===== src/rtl/video_pkg.sv =====
// video_pkg: shared state encoding, default timing and counter width helper for the video output generator
package video_pkg;
  typedef enum logic [1:0] {IDLE, VBLANK, ACTIVE, HBLANK} state_t;
  localparam int DEF_WIDTH  = 640;
  localparam int DEF_HEIGHT = 480;
  localparam int DEF_HBLANK = 50;
  localparam int DEF_VBLANK = 100;
  function automatic int cnt_w(input int n);
    return (n > 2) ? $clog2(n) : 1;
  endfunction
endpackage


===== src/rtl/video_tick_counter.sv =====
// video_tick_counter: enabled up-counter with synchronous clear, clear has priority
module video_tick_counter #(
  parameter int W = 8
) (
  input  logic         clk,
  input  logic         nRST,
  input  logic         inc,
  input  logic         clr,
  output logic [W-1:0] cnt
);
  logic [W-1:0] cnt_q, cnt_d;
  // next count: clear wins over increment
  always_comb cnt_d = clr ? '0 : inc ? cnt_q + 1'b1 : cnt_q;
  // count register
  always_ff @(posedge clk or negedge nRST)
    if (!nRST) cnt_q <= '0;
    else       cnt_q <= cnt_d;
  assign cnt = cnt_q;
endmodule


===== src/rtl/video_out_stream_gen.sv =====
// video_out_stream_gen: pix_en-paced video timing generator draining a show-ahead FIFO, with test pattern and underflow flag
module video_out_stream_gen
  import video_pkg::*;
#(
  parameter int P_WIDTH     = DEF_WIDTH,
  parameter int P_HEIGHT    = DEF_HEIGHT,
  parameter int P_HBLANK    = DEF_HBLANK,
  parameter int P_VBLANK    = DEF_VBLANK,
  parameter int P_DW        = 8,
  parameter int P_START_LVL = 16,
  parameter int P_LVL_W     = 8
) (
  input  logic               clk,
  input  logic               nRST,
  input  logic               pix_en,
  input  logic               en,
  input  logic               pattern_mode,
  input  logic               clr_status,
  input  logic [P_DW-1:0]    fifo_data,
  input  logic               fifo_empty,
  input  logic [P_LVL_W-1:0] fifo_level,
  output logic               rd_en,
  output logic [P_DW-1:0]    pixel_out,
  output logic               frame_valid,
  output logic               line_valid,
  output logic               sof,
  output logic               underflow
);
  localparam int HW = cnt_w(P_WIDTH);
  localparam int VW = cnt_w(P_HEIGHT);
  localparam int BW = cnt_w(P_HBLANK > P_VBLANK ? P_HBLANK : P_VBLANK);
  localparam int SW = HW + VW;
  state_t            state_q, state_d;
  logic              pat_q, pat_d;
  logic              line_valid_q, line_valid_d, frame_valid_q, frame_valid_d;
  logic              sof_q, sof_d, underflow_q, underflow_d;
  logic [P_DW-1:0]   pixel_q, pixel_d, px;
  logic [HW-1:0]     hcnt;
  logic [VW-1:0]     vcnt;
  logic [BW-1:0]     bcnt;
  logic [SW-1:0]     pat_sum;
  logic              h_inc, h_clr, v_inc, v_clr, b_inc, b_clr;
  logic              h_last, v_last, vb_last, hb_last, go, active, tick_act;
  video_tick_counter #(.W(HW)) u_hcnt (.clk(clk), .nRST(nRST), .inc(h_inc), .clr(h_clr), .cnt(hcnt));
  video_tick_counter #(.W(VW)) u_vcnt (.clk(clk), .nRST(nRST), .inc(v_inc), .clr(v_clr), .cnt(vcnt));
  video_tick_counter #(.W(BW)) u_bcnt (.clk(clk), .nRST(nRST), .inc(b_inc), .clr(b_clr), .cnt(bcnt));
  assign h_last   = hcnt == HW'(P_WIDTH - 1);
  assign v_last   = vcnt == VW'(P_HEIGHT - 1);
  assign vb_last  = bcnt == BW'(P_VBLANK - 1);
  assign hb_last  = bcnt == BW'(P_HBLANK - 1);
  assign go       = pattern_mode | (fifo_level >= P_LVL_W'(P_START_LVL));
  assign active   = state_q == ACTIVE;
  assign tick_act = pix_en & active;
  assign pat_sum  = SW'(hcnt) + SW'(vcnt);
  assign px       = pat_q ? P_DW'(pat_sum) : fifo_empty ? '0 : fifo_data;
  assign rd_en    = tick_act & ~pat_q & ~fifo_empty;
  // frame sequencing and counter control, only moves on pix_en ticks
  always_comb begin
    state_d = state_q;
    pat_d   = pat_q;
    h_inc   = 1'b0;
    h_clr   = 1'b0;
    v_inc   = 1'b0;
    v_clr   = 1'b0;
    b_inc   = 1'b0;
    b_clr   = 1'b0;
    if (pix_en)
      case (state_q)
        IDLE: if (en) begin
          state_d = VBLANK;
          b_clr   = 1'b1;
        end
        VBLANK: if (!vb_last) b_inc = 1'b1;
          else if (go) begin
            state_d = ACTIVE;
            h_clr   = 1'b1;
            v_clr   = 1'b1;
            pat_d   = pattern_mode;
          end
        ACTIVE: if (!h_last) h_inc = 1'b1;
          else begin
            state_d = !v_last ? HBLANK : en ? VBLANK : IDLE;
            b_clr   = 1'b1;
          end
        HBLANK: if (!hb_last) b_inc = 1'b1;
          else begin
            state_d = ACTIVE;
            h_clr   = 1'b1;
            v_inc   = 1'b1;
          end
        default: state_d = IDLE;
      endcase
  end
  // registered outputs lag the state by one tick; underflow set beats clear
  always_comb begin
    line_valid_d  = pix_en ? active : line_valid_q;
    frame_valid_d = pix_en ? (active | state_q == HBLANK) : frame_valid_q;
    sof_d         = tick_act & hcnt == '0 & vcnt == '0;
    pixel_d       = tick_act ? px : pixel_q;
    underflow_d   = (tick_act & ~pat_q & fifo_empty) | (underflow_q & ~clr_status);
  end
  // state and output registers
  always_ff @(posedge clk or negedge nRST)
    if (!nRST) begin
      state_q       <= IDLE;
      pat_q         <= 1'b0;
      line_valid_q  <= 1'b0;
      frame_valid_q <= 1'b0;
      sof_q         <= 1'b0;
      pixel_q       <= '0;
      underflow_q   <= 1'b0;
    end else begin
      state_q       <= state_d;
      pat_q         <= pat_d;
      line_valid_q  <= line_valid_d;
      frame_valid_q <= frame_valid_d;
      sof_q         <= sof_d;
      pixel_q       <= pixel_d;
      underflow_q   <= underflow_d;
    end
  assign line_valid  = line_valid_q;
  assign frame_valid = frame_valid_q;
  assign sof         = sof_q;
  assign pixel_out   = pixel_q;
  assign underflow   = underflow_q;
endmodule


===== config.mk =====
export PLATFORM = sky130hd
export DESIGN_NAME = video_out_stream_gen
export DESIGN_NICKNAME = d
export VERILOG_FILES = /design/src/rtl/video_pkg.sv /design/src/rtl/video_tick_counter.sv /design/src/rtl/video_out_stream_gen.sv
export SDC_FILE = /design/constraint.sdc
export NUM_CORES = 1
export LEC_CHECK = 0
export CORE_ASPECT_RATIO = 1.5
export CORE_MARGIN = 1
export CORE_UTILIZATION = 59
export CTS_CLUSTER_DIAMETER = 150
export CTS_CLUSTER_SIZE = 30
export DETAILED_ROUTE_END_ITERATION = 7
export PLACE_DENSITY = 0.85
export RECOVER_POWER = 50
export SYNTH_ARGS = -nofsm -noshare
export SYNTH_HDL_FRONTEND = slang
export SYNTH_SLANG_ARGS = --single-unit

===== constraint.sdc =====
create_clock -name clk -period 6.3 [get_ports clk]
set_input_delay 1.26 -clock clk [delete_from_list [all_inputs] [get_ports clk]]
set_output_delay 1.26 -clock clk [all_outputs]
set_load 0.01 [all_outputs]

# Word level (Yosys, flattened, before mapping)
# Index checks and enable logic that the tools add are counted.
[word_totals] reg_bits=41
[op_classes] n_addsub=4 n_lt_le_gt_ge=1 n_eq_ne=12 muxes=36 bitwise_logic=13 n_reduce_logical=8
[op_table] operator="10-bit 2-to-1 mux" n=2
[op_table] operator="1-bit 2-to-1 mux" n=18
[op_table] operator="9-bit 2-to-1 mux" n=2
[op_table] operator="8-bit 2-to-1 mux" n=2
[op_table] operator="7-bit 2-to-1 mux" n=2
[op_table] operator="2-bit 2-to-1 mux" n=6
[op_table] operator="10-bit by 1-bit adder with 10-bit output (second input constant)" n=1
[op_table] operator="10-bit == test (second input constant)" n=1
[op_table] operator="10-bit logical NOT" n=1
[op_table] operator="2-bit inequality test (second input constant)" n=5
[op_table] operator="9-bit by 1-bit adder with 9-bit output (second input constant)" n=1
[op_table] operator="9-bit == test (second input constant)" n=1
[op_table] operator="9-bit logical NOT" n=1
[op_table] operator="8-bit adder" n=1
[op_table] operator="8-bit by 5-bit >= comparator with 1-bit output (second input constant)" n=1
[op_table] operator="2-bit case mux with 4 select lines" n=1
[op_table] operator="7-bit by 1-bit adder with 7-bit output (second input constant)" n=1
[op_table] operator="1-bit bitwise AND" n=7
[op_table] operator="7-bit by 6-bit == test with 1-bit output (second input constant)" n=1
[op_table] operator="7-bit == test (second input constant)" n=1
[op_table] operator="1-bit case mux with 2 select lines" n=3
[op_table] operator="6-bit AND reduction" n=1
[op_table] operator="2-bit nonzero test" n=3
[op_table] operator="2-bit == test (second input constant)" n=2
[op_table] operator="5 further kinds" n=9

# Longest topological paths before layout
[logic_depth] ltp_word=7 mapped_depth=8

# Modules after synthesis
# A second synthesis with hierarchy kept.
[hier_totals] hier_cells=263 area_unflattened_um2=2493.6
[modules_own_cells] mod="video_out_stream_gen" n_inst=1 cells_each=141 area_each_um2=1188.6
[modules_own_cells] mod="video_tick_counter (u_hcnt)" n_inst=1 cells_each=47 area_each_um2=495.5
[modules_own_cells] mod="video_tick_counter (u_vcnt)" n_inst=1 cells_each=43 area_each_um2=459.2
[modules_own_cells] mod="video_tick_counter (u_bcnt)" n_inst=1 cells_each=32 area_each_um2=350.3

# Least setup slack after synthesis
# OpenSTA, ideal clock, no wires.
[synth_path] kind="input port to output port" start="input port pix_en" end="output port rd_en" arrival_time_ps=2251 t_required_ps=5040 setup_slack_ps=2789 path_stages=4 path_cell_list="clkbuf_1 -> nand3b_1 -> clkbuf_1 -> nor3_1"
[synth_via] elab_chain_cells=3
[synth_rtl] item="start, declared" line="video_out_stream_gen.sv:15" rtl="input logic pix_en,"
[synth_rtl] item="1-bit bitwise AND" line="video_out_stream_gen.sv:53" rtl="assign tick_act = pix_en & active;"
[synth_rtl] item="1-bit bitwise AND (2 in a row)" line="video_out_stream_gen.sv:56" rtl="assign rd_en = tick_act & ~pat_q & ~fifo_empty;"
[synth_rtl] item="end, declared" line="video_out_stream_gen.sv:22" rtl="output logic rd_en,"
# Every way passes these cells.

# Worst setup path after layout
# Same ends and word-level chain as after synthesis.

==> flow_summary_export.csv <==
group,metric,value,unit
power_and_ir_drop,p_leak,0.00131,µW
clocking,cts_made_buffers,5,
hold_path,hp-start,"pixel_out[4]$_DFFE_PN0P_",
sta,tns,0,ns
sta,worstMarginPinSlew,2.23,ns
critical_path,critical_path_class,"input pin to output port",
route,drc_errors,0,
critical_path,crit_required,5.04,ns
cells_and_area,nets,335,
critical_path,cp-start-kind,"input pin",
synth,ys_seq_area_share,40.8,%
synth,synth_cells,268,
floorplan,initial_core_util,62.5,%
route,antenna_left,0,
synth,async_flop_share,100,%
synth,synthesis.area,0.00252,mm²
clocking,ctsHoldBuffers,0,
route,num_vias,2136,
synth,syn_avg_cell_area,9.39,µm²
cells_and_area,nFillCells,322,
global_route,grt_pass1_vias,2147,
placement,placed_area,0.00284,mm²
cells_and_area,area_delta_synth_final,16.8,%
sta,drv_slew,42,
sta,hold_viol,0,
sta,fin_crit_sh,65.6,%
cells_and_area,multi_input_area,0.00139,mm²
floorplan,io_pins,36,
cells_and_area,regArea,0.00103,mm²
synth,synth_cell_type_count,55,
floorplan,die_h,82.0,µm
clocking,cts_sinks,41,
synth,yosysWarningCount,0,
placement,gp_congestion,0.895,
sta,finalHoldWorstSlack,0.495,ns
clocking,cts_max_path_buffers,2,
synth,synthFlopType,"dfrtp_1",
synth,synthAdderAreaFrac,7.26,%
route,drt-pass1-iter-count,4,
hold_path,whs_endpoint,"pixel_out[4]$_DFFE_PN0P_",
floorplan,core_area,0.00403,mm²
floorplan,die_x,55.3,µm
cells_and_area,layout.cells.non_filler,344,
synth,synth_xor_xnor_area_share,6.96,%
critical_path,r2r_setup_slack,3.70,ns
clocking,cts.htree.levels,2,
synth,muxShareOfSynthArea,2.54,%
clocking,clkTransAtPathRegs,0.08,ns
critical_path,worst-path-max-fanout,10,
sta,slew_headroom,-48.6,%
floorplan,fp-row-count,28,
cells_and_area,drive_gt1_share,5.69,%
synth,ys_ff_latch,41,
cells_and_area,diodes,0,
global_route,grt_pass1_wl,9.51,mm
sta,grt_setup_unrepaired,"no",
clocking,worst_skew_pair.late_latency,0.30,ns
route,wl_per_cell,16.1,µm
cells_and_area,layout_commonest_cell,"dfrtp_1",
route,drt-initial-drc-count,59,
floorplan,dieArea,0.00454,mm²
global_route,globalRouteTotalUtil,27.1,%
clocking,cts_tree,"done",
critical_path,crit_start,"pix_en",
critical_path,r2r-end,"u_hcnt.cnt[0]$_DFFE_PN0P_",
synth,synth_top_family_by_area,"simple AND/OR/NAND/NOR gates",
critical_path,critPathCaptureType,"output port",
route,viasPerCell,6.21,
synth,synth_edf_count,0,
synth,synth_compound_area_share,14.4,%
power_and_ir_drop,p_per_area,195,mW/mm²
clocking,cts-root-buf,"clkbuf_8",
hold_path,hold_path.class,"flop to flop",
global_route,grt_overflow,0,
power_and_ir_drop,peakVddDrop,0.194,mV
placement,portBuffers,31,
sta,finalSetupViolCount,0,
placement,dp_hpwl,4.06,mm
sta,timing.fmax,242,MHz
clocking,postCtsSetupBuffers,0,
critical_path,rr_startpoint,"u_bcnt.cnt[2]$_DFFE_PN0P_",
synth,syn-num-nets,305,
outcome,violations,"max-capacitance violations, max-slew violations",
sta,finClkSkew,0.00700,ns
critical_path,reg2reg_depth,5,
clocking,ctsResizeCount,0,
global_route,antenna_found_initial,0,
run,cap_violations,1,
power_and_ir_drop,total_power,574,µW
route,wirelength,5.52,mm
placement,dp.cells,336,
critical_path,worstPathArrival,2.87,ns
outcome,status,"finished with violations",
global_route,grt_max_degree,42,
sta,period_minus_slack,4.13,ns
synth,synth_simple_gate_area_share,24.5,%
cells_and_area,final_cell_mix,"41 x dfrtp_1, 39 x nor2_1, 27 x clkdlybuf4s50_1, 17 x nand2_1",
cells_and_area,final_cell_area,0.00294,mm²
hold_path,hold_depth,2,
==> where the power goes <==
part,switching [µW],internal (µW),total [µW]
Combinational,26.9,29.7,56.6
Sequential,20.8,277,298
Clock,90.4,129,220
==> routing by layer <==
metal	routed length, µm	track usage [%]	vias to the layer above	part of all wire [%]
li1	-	-	1025	-
met1	2210	28.3	1024	40
met2	2980	51.9	76	54
met3	224	4.72	11	4.1
met4	114	14.0	0	2.1
met5	0	0	-	0
==> flip-flops by register name, summed over array words and instances (netlist names) <==
register,count
u_bcnt.cnt,7
pat_q,1
frame_valid,1
u_hcnt.cnt,10
line_valid,1
sof,1
pixel_out,8
u_vcnt.cnt,9
state_q,2
underflow,1
==> final cells by class <==
cell class,instances,area share [%]
Clock inverter,1,1.02
Timing Repair Buffer,32,10.5
Inverter,12,1.53
Multi-Input combinational cell,206,47.2
Tap cell,45,1.92
Sequential cell,41,34.9
Clock buffer,7,2.94
==> critical path, stage by stage <==
cell             delay, ns
dlygate4sd3_1         0.73
nand3b_1              0.17
nor3_1                0.16
clkdlybuf4s50_1       0.56
==> cell usage after synthesis, drive strengths merged, types with 3 or more instances <==
master  count  area (µm²)
nand4       4        25.0
a21oi      10        50.1
nor3        7        40.0
o22ai       3        18.8
or3         3        23.8
o21ai      13        65.1
nor2       40         153
or4         4        30.0
buf         3        23.8
o211ai      3        27.5
xor2        9        78.8
and3        8        50.1
nor4        3        18.8
dfrtp      41        1030
a221oi      5        43.8
mux2i       3        30.0
inv        12        45.0
xnor2      11        96.3
ha         13         163
nand2      17        63.8
and2        4        26.3
nand4b      5        43.8
nand3       7        35.0
mux2        3        33.8
clkbuf      6        22.5
a211oi      6        57.6
==> metrics by stage <==
step           util (%)  worst slack, ns
2_1_floorplan         -             2.79
3_3_place_gp       70.5             2.24
3_5_place_dp       70.5             2.25
4_1_cts            73.4             2.25
5_1_grt            72.9             2.07
6_report           72.9             2.17
==> worst max-delay path by stage <==
| stage | end | slack, ns | cells past startpoint |
|---|---|---|---|
| after global placement | rd_en | 2.24 | 4 |
| after detailed placement | rd_en | 2.25 | 4 |
| final | rd_en | 2.17 | 4 |
| after floorplan | rd_en | 2.79 | 4 |
| after CTS | rd_en | 2.25 | 4 |
| after global routing | rd_en | 2.07 | 4 |
==> logic make-up (layout without fill, tap and decap cells) <==
| family | count (synthesis) | in the layout |
|---|---|---|
| compound gates | 51 | 51 |
| mux | 6 | 6 |
| xor+xnor | 20 | 20 |
| fa+ha+maj | 14 | 14 |
| flops | 41 | 41 |
| simple gates | 115 | 115 |
| buf+inv | 21 | 52 |
(Power assumes the default switching activity.)
